### config.mk
export PLATFORM = sky130hd
export DESIGN_NAME = reduction_gate_pipe
export DESIGN_NICKNAME = d
export VERILOG_FILES = /design/src/rtl/reduction_gate_pipe_pkg.sv /design/src/rtl/reduction_gate_pipe_stage.sv /design/src/rtl/reduction_gate_pipe.sv
export SDC_FILE = /design/constraint.sdc
export NUM_CORES = 1
export LEC_CHECK = 0
export ABC_AREA = 1
export CORE_MARGIN = 5
export CORE_UTILIZATION = 45
export CTS_BUF_LIST = sky130_fd_sc_hd__clkbuf_16
export DETAILED_ROUTE_END_ITERATION = 12
export GPL_TIMING_DRIVEN = 0
export PLACE_DENSITY_LB_ADDON = 0.15
export SLEW_MARGIN = 20
export SYNTH_ARGS = -nofsm -noshare
export SYNTH_HDL_FRONTEND = slang
export SYNTH_SLANG_ARGS = --single-unit
### constraint.sdc
create_clock -name Clock -period 1.55 [get_ports Clock]
set_input_delay 0.31 -clock Clock [delete_from_list [all_inputs] [get_ports Clock]]
set_output_delay 0.31 -clock Clock [all_outputs]
set_load 0.01 [all_outputs]
### src/rtl/reduction_gate_pipe_pkg.sv
// gate_pkg: reduction mode encodings and tree-shape helpers shared by the gate pipeline.
package gate_pkg;
    localparam int MODE_AND = 0;
    localparam int MODE_OR  = 1;
    localparam int MODE_XOR = 2;
    // Width of tree level j; level 0 is the raw input vector.
    function automatic int level_width(int n, int j);
        int w;
        w = n;
        for (int i = 0; i < j; i++) w = (w + 3) / 4;
        return w;
    endfunction
    // Bit offset of level j inside a flat bus holding every level back to back.
    function automatic int level_offset(int n, int j);
        int o;
        o = 0;
        for (int i = 0; i < j; i++) o += level_width(n, i);
        return o;
    endfunction
    // Pipeline depth: ceil(log4(n)), never less than one register level.
    function automatic int latency(int n);
        int l;
        int w;
        l = 1;
        w = (n + 3) / 4;
        while (w > 1) begin
            w = (w + 3) / 4;
            l++;
        end
        return l;
    endfunction
endpackage

### src/rtl/reduction_gate_pipe_stage.sv
// reduction_stage: one radix-4 tree level with identity padding and a valid-qualified register.
module reduction_stage
    import gate_pkg::*;
#(
    parameter int Width  = 4,
    parameter int Mode   = MODE_AND,
    parameter bit Invert = 1'b0,
    localparam int Groups = (Width + 3) / 4
) (
    input  logic              clk,
    input  logic              rst,
    input  logic              en,
    input  logic              load,
    input  logic [Width-1:0]  data,
    output logic [Groups-1:0] reduced,
    output logic              valid,
    output logic [Groups-1:0] q
);
    logic [4*Groups-1:0] pad;
    always_comb begin
        pad = {(4*Groups){Mode == MODE_AND}};
        pad[Width-1:0] = data;
    end
    for (genvar g = 0; g < Groups; g++) begin : g_grp
        logic [3:0] s;
        assign s = pad[4*g +: 4];
        assign reduced[g] = Invert ^ (Mode == MODE_AND ? &s : Mode == MODE_OR ? |s : ^s);
    end
    // Data only loads with a live sample so the output keeps the last valid value.
    always_ff @(posedge clk) begin
        if (rst) begin
            valid <= 1'b0;
            q     <= '0;
        end else if (en) begin
            valid <= load;
            if (load) q <= reduced;
        end
    end
endmodule

### src/rtl/reduction_gate_pipe.sv
// reduction_gate_pipe: pipelined radix-4 AND/OR/XOR reduction with input bubbles,
// optional output inversion and a saturating count of true results.
module reduction_gate_pipe
    import gate_pkg::*;
#(
    parameter int                  NrOfInputs   = 7,
    parameter logic [NrOfInputs-1:0] BubblesMask = '0,
    parameter int                  Mode         = MODE_AND,
    parameter bit                  InvertOutput = 1'b0,
    parameter int                  CountWidth   = 16
) (
    input  logic                  Clock,
    input  logic                  Reset,
    input  logic                  ClockEnable,
    input  logic                  ClearCount,
    input  logic                  Valid_in,
    input  logic [NrOfInputs-1:0] Inputs,
    output logic                  Result,
    output logic                  Valid_out,
    output logic [CountWidth-1:0] TrueCount
);
    localparam int L    = latency(NrOfInputs);
    localparam int Tot  = level_offset(NrOfInputs, L + 1);
    localparam int Last = level_offset(NrOfInputs, L) - NrOfInputs;
    if (NrOfInputs < 2 || NrOfInputs > 32) begin : g_bad_n
        $error("NrOfInputs must be 2..32");
    end
    if (Mode != MODE_AND && Mode != MODE_OR && Mode != MODE_XOR) begin : g_bad_mode
        $error("Mode must be 0 (AND), 1 (OR) or 2 (XOR)");
    end
    if (CountWidth < 2 || CountWidth > 32) begin : g_bad_cw
        $error("CountWidth must be 2..32");
    end
    // Every tree level lives back to back in one flat bus; level 0 is the bubbled input.
    logic [Tot-1:0]            bus;
    logic [Tot-NrOfInputs-1:0] rbus;
    logic [L:0]                vbus;
    assign bus[NrOfInputs-1:0] = Inputs ^ BubblesMask;
    assign vbus[0]             = Valid_in;
    for (genvar j = 0; j < L; j++) begin : g_lvl
        localparam int W = level_width(NrOfInputs, j);
        localparam int O = level_width(NrOfInputs, j + 1);
        reduction_stage #(
            .Width (W),
            .Mode  (Mode),
            .Invert(j == L - 1 ? InvertOutput : 1'b0)
        ) u_stage (
            .clk    (Clock),
            .rst    (Reset),
            .en     (ClockEnable),
            .load   (vbus[j]),
            .data   (bus[level_offset(NrOfInputs, j) +: W]),
            .reduced(rbus[level_offset(NrOfInputs, j + 1) - NrOfInputs +: O]),
            .valid  (vbus[j+1]),
            .q      (bus[level_offset(NrOfInputs, j + 1) +: O])
        );
    end
    assign Result    = bus[Tot-1];
    assign Valid_out = vbus[L];
    // Count on the same edge the true sample lands in the Result register.
    always_ff @(posedge Clock) begin
        if (Reset) TrueCount <= '0;
        else if (ClockEnable)
            TrueCount <= ClearCount ? '0
                       : (vbus[L-1] && rbus[Last] && !(&TrueCount)) ? TrueCount + CountWidth'(1)
                       : TrueCount;
    end
endmodule

==> flow_summary.toml, run 1 <==
[synthesis]
ys.flop_type = "dfxtp_1"
synth.yosys.seq_area_share_pct = 30.9
yosysUniqueCellTypes = 26
synth-seq-cells = 21
synth_area_per_cell_um2 = 6.47
syn_inst = 210
synth-edff-count = 0
synthArstFlopShare_pct = 0
syn-cell-area_um2 = 1360
synth_nets = 223
yosysWarnings = 0

[worst_setup_path]
crit-reg2reg-launch = "TrueCount[0]$_SDFFE_PP0P_"
worstPathCellList = "clkdlybuf4s50_1"
path_class = "reg -> out"
max_stage_delay_ns = 0.56
cp_num_buf_inv = 1
cp_data_required_time_ns = 1.24
arrival_ns = 1.22
slowest_stage = "clkdlybuf4s50_1"
crit_fanout = 6
crit_start = "TrueCount[2]$_SDFFE_PP0P_"
cp-end-kind = "output pin"
critical_path.top_delay_family = "buffers and inverters"
start_kind = "flip-flop"
ff2ff_setup_slack_ns = 0.02

[cells_and_area]
fin_area_um2 = 1960
layout.nets = 266
regArea_um2 = 445
multiInputGateArea_um2 = 876
syn_to_final_growth_pct = 44.0
fillers = 258
insertedDiodeCount = 0
drive_gt1_share_pct = 25.0

[floorplanning]
dieArea_um2 = 4220
die_w_um = 65.0
core_um2 = 2980
io_pins = 30
rows = 20
start_util_pct = 45.6
fp.dieH_um = 65.0

[power]
switching_share_pct = 24.1
seqPwrFrac_pct = 43.9
pwr-share-comb_pct = 14.3
power_density_nw_per_um2 = 665
power.switching_uw = 313
ir_drop_mv = 0.339
p_total_mw = 1.30
p_leak_nw = 0.790
intPower_uw = 989
power.share.clock_pct = 41.8

[grt]
grt_overflow = 0
grtUsageTotal_pct = 17.2
grt_pass1_wl_mm = 5.76
grt_max_degree = 12
antenna_found_initial = 0
grt_pass1_vias = 1266

[placed_design]
port_buffers = 28
place_ws_ns = -0.339
placedInstanceArea_um2 = 1700
gp_congestion = 0.911
dp_hpwl_mm = 2.48

[routing]
post_drt_via_cell_ratio = 5.27
dr.pass1.iters = 4
wl_per_cell_um = 12.9
finalWirelength_mm = 3.68
drc = 0
drt_iter0_drc = 104
num_vias = 1503
ant_nets = 0

[clock_network]
cts_tree = "yes"
numCtsBuffers = 3
cts_htree_levels = 1
cts_root_buffer = "clkbuf_16"
clk_path_buf_depth = 2
clk-insertion-delay-late_ns = 0.25
clock_sinks = 21
cts_hold_buffers = 0
clkSlewWorstSetupHoldPaths_ns = 0.06

[sta]
hold_viol = 0
finalCritPeriodShare_pct = 99.0
maxSlewHeadroom_pct = 57.0
rsz0062_at_grt = "true"
setup_slack_ns = 0.0157
min_period_ns = 1.53
maxSlewViolCount = 0
tightestPinTransition_ns = 0.645
setup_viol = 0
fmax_mhz = 652
worst_clock_skew_ns = 0.00215

[worst_hold_path]
worstHoldPathType = "in -> reg"
min-delay-start = "ClockEnable"

[outcome]
status = "completed"

[flow_run]
max_cap_viol_count = 0
stage by stage:
stage	hold slack (ns)	TNS (ns)	cells	utilization (%)
4_1_cts	0.396	0	279	61.1
3_5_place_dp	0.453	-4.29	271	57.0
3_3_place_gp	0.450	-4.07	271	57.0
5_1_grt	0.411	-0.564	285	65.7
2_1_floorplan	0.363	0	210	-
6_report	0.394	0	285	65.7
per-layer routing:
layer,routed length (um),share of wire (%),up-vias,GRT usage (%)
met4,68,1.8,0,5.54
met1,1650,45,666,21.9
met3,198,5.4,13,2.95
li1,-,-,774,-
met5,0,0,-,0
met2,1770,48,50,29.4
cells in the final DEF (no fill, tap or decap), types with 4 or more instances in the layout:
| cell | n |
|---|---|
| inv_1 | 21 |
| nor2_1 | 30 |
| nor3_1 | 4 |
| dfxtp_2 | 11 |
| nand2_4 | 6 |
| a21oi_2 | 12 |
| nand3_1 | 25 |
| a21oi_1 | 8 |
| nand2_2 | 4 |
| nand4_1 | 10 |
| clkbuf_16 | 4 |
| clkdlybuf4s50_1 | 26 |
| buf_4 | 7 |
| dfxtp_1 | 7 |
| nand2_1 | 45 |
sequential cells by signal, indices dropped and copies added, names as in the netlist:
signal	flops
g_lvl.u_stage.q	3
TrueCount	16
g_lvl.u_stage.valid	2
path summary, 6_finish.rpt:
path / end / cells past startpoint
worst max-delay path: TrueCount[2] / 1
worst min-delay path: g_lvl[0].u_stage.valid$_SDFFE_PP0P_ / 3
worst max register to register: TrueCount[0]$_SDFFE_PP0P_ / 10
worst min register to register: g_lvl[1].u_stage.valid$_SDFFE_PP0P_ / 2
cell usage after synthesis (all sizes together), types with 2 or more instances:
master,count,area share (%)
nand2,55,17
nor2,35,11
nand3,27,9.9
dfxtp,21,31
inv,21,5.8
a21oi,20,9.9
nand4,10,4.6
buf,6,3.1
nor3,4,1.5
o21ai,4,2.3
o21bai,2,1.1
power groups by stage:
stage	clock, mW	sequential (mW)	combinational (mW)
floorplan	0	0.586	0.0832
CTS	0.558	0.574	0.169
finish	0.544	0.572	0.186
global placement	0	0.585	0.161
detailed placement	0	0.585	0.162
global route	0.575	0.575	0.204
cells by family (layout without fill, tap and decap cells):
kind of cell	after synthesis	in the layout	share of synthesized area [%]
and+or+nand+nor	132	132	44.8
DFF	21	21	30.9
xor gates and xnor gates	1	1	0.645
adders and majority gates	1	1	0.921
AOI/OAI and AO/OA	26	26	13.3
buffers and inverters	29	71	9.48
layout make-up:
cell class / instances / share of cell area, %
timing repair buffer: 38 / 19.7
clock inverter: 1 / 0.192
clock buffer: 3 / 3.84
inverter: 22 / 4.22
sequential: 21 / 22.8
tap: 33 / 2.11
multi-input combinational: 160 / 44.8
buffer: 7 / 2.43
what timing repair did:
item / 4_1_cts / 5_1_grt
resized for setup: 11 / 23
setup endpoints to repair: 26 / 19
cloned: 0 / 1
pin swaps: 3 / 13
buffers inserted: 4 / 5
(Power assumes the default switching activity.)
==> inputs of run 2 (changes only) <==
--- a/config.mk
+++ b/config.mk
@@ -12,6 +12,7 @@
 export DETAILED_ROUTE_END_ITERATION = 12
 export GPL_TIMING_DRIVEN = 0
 export PLACE_DENSITY_LB_ADDON = 0.15
+export SKIP_LAST_GASP = 1
 export SLEW_MARGIN = 20
 export SYNTH_ARGS = -nofsm -noshare
 export SYNTH_HDL_FRONTEND = slang
==> results of run 2 <==
The final DEF is identical to that of run 1; final timing and power are the same.
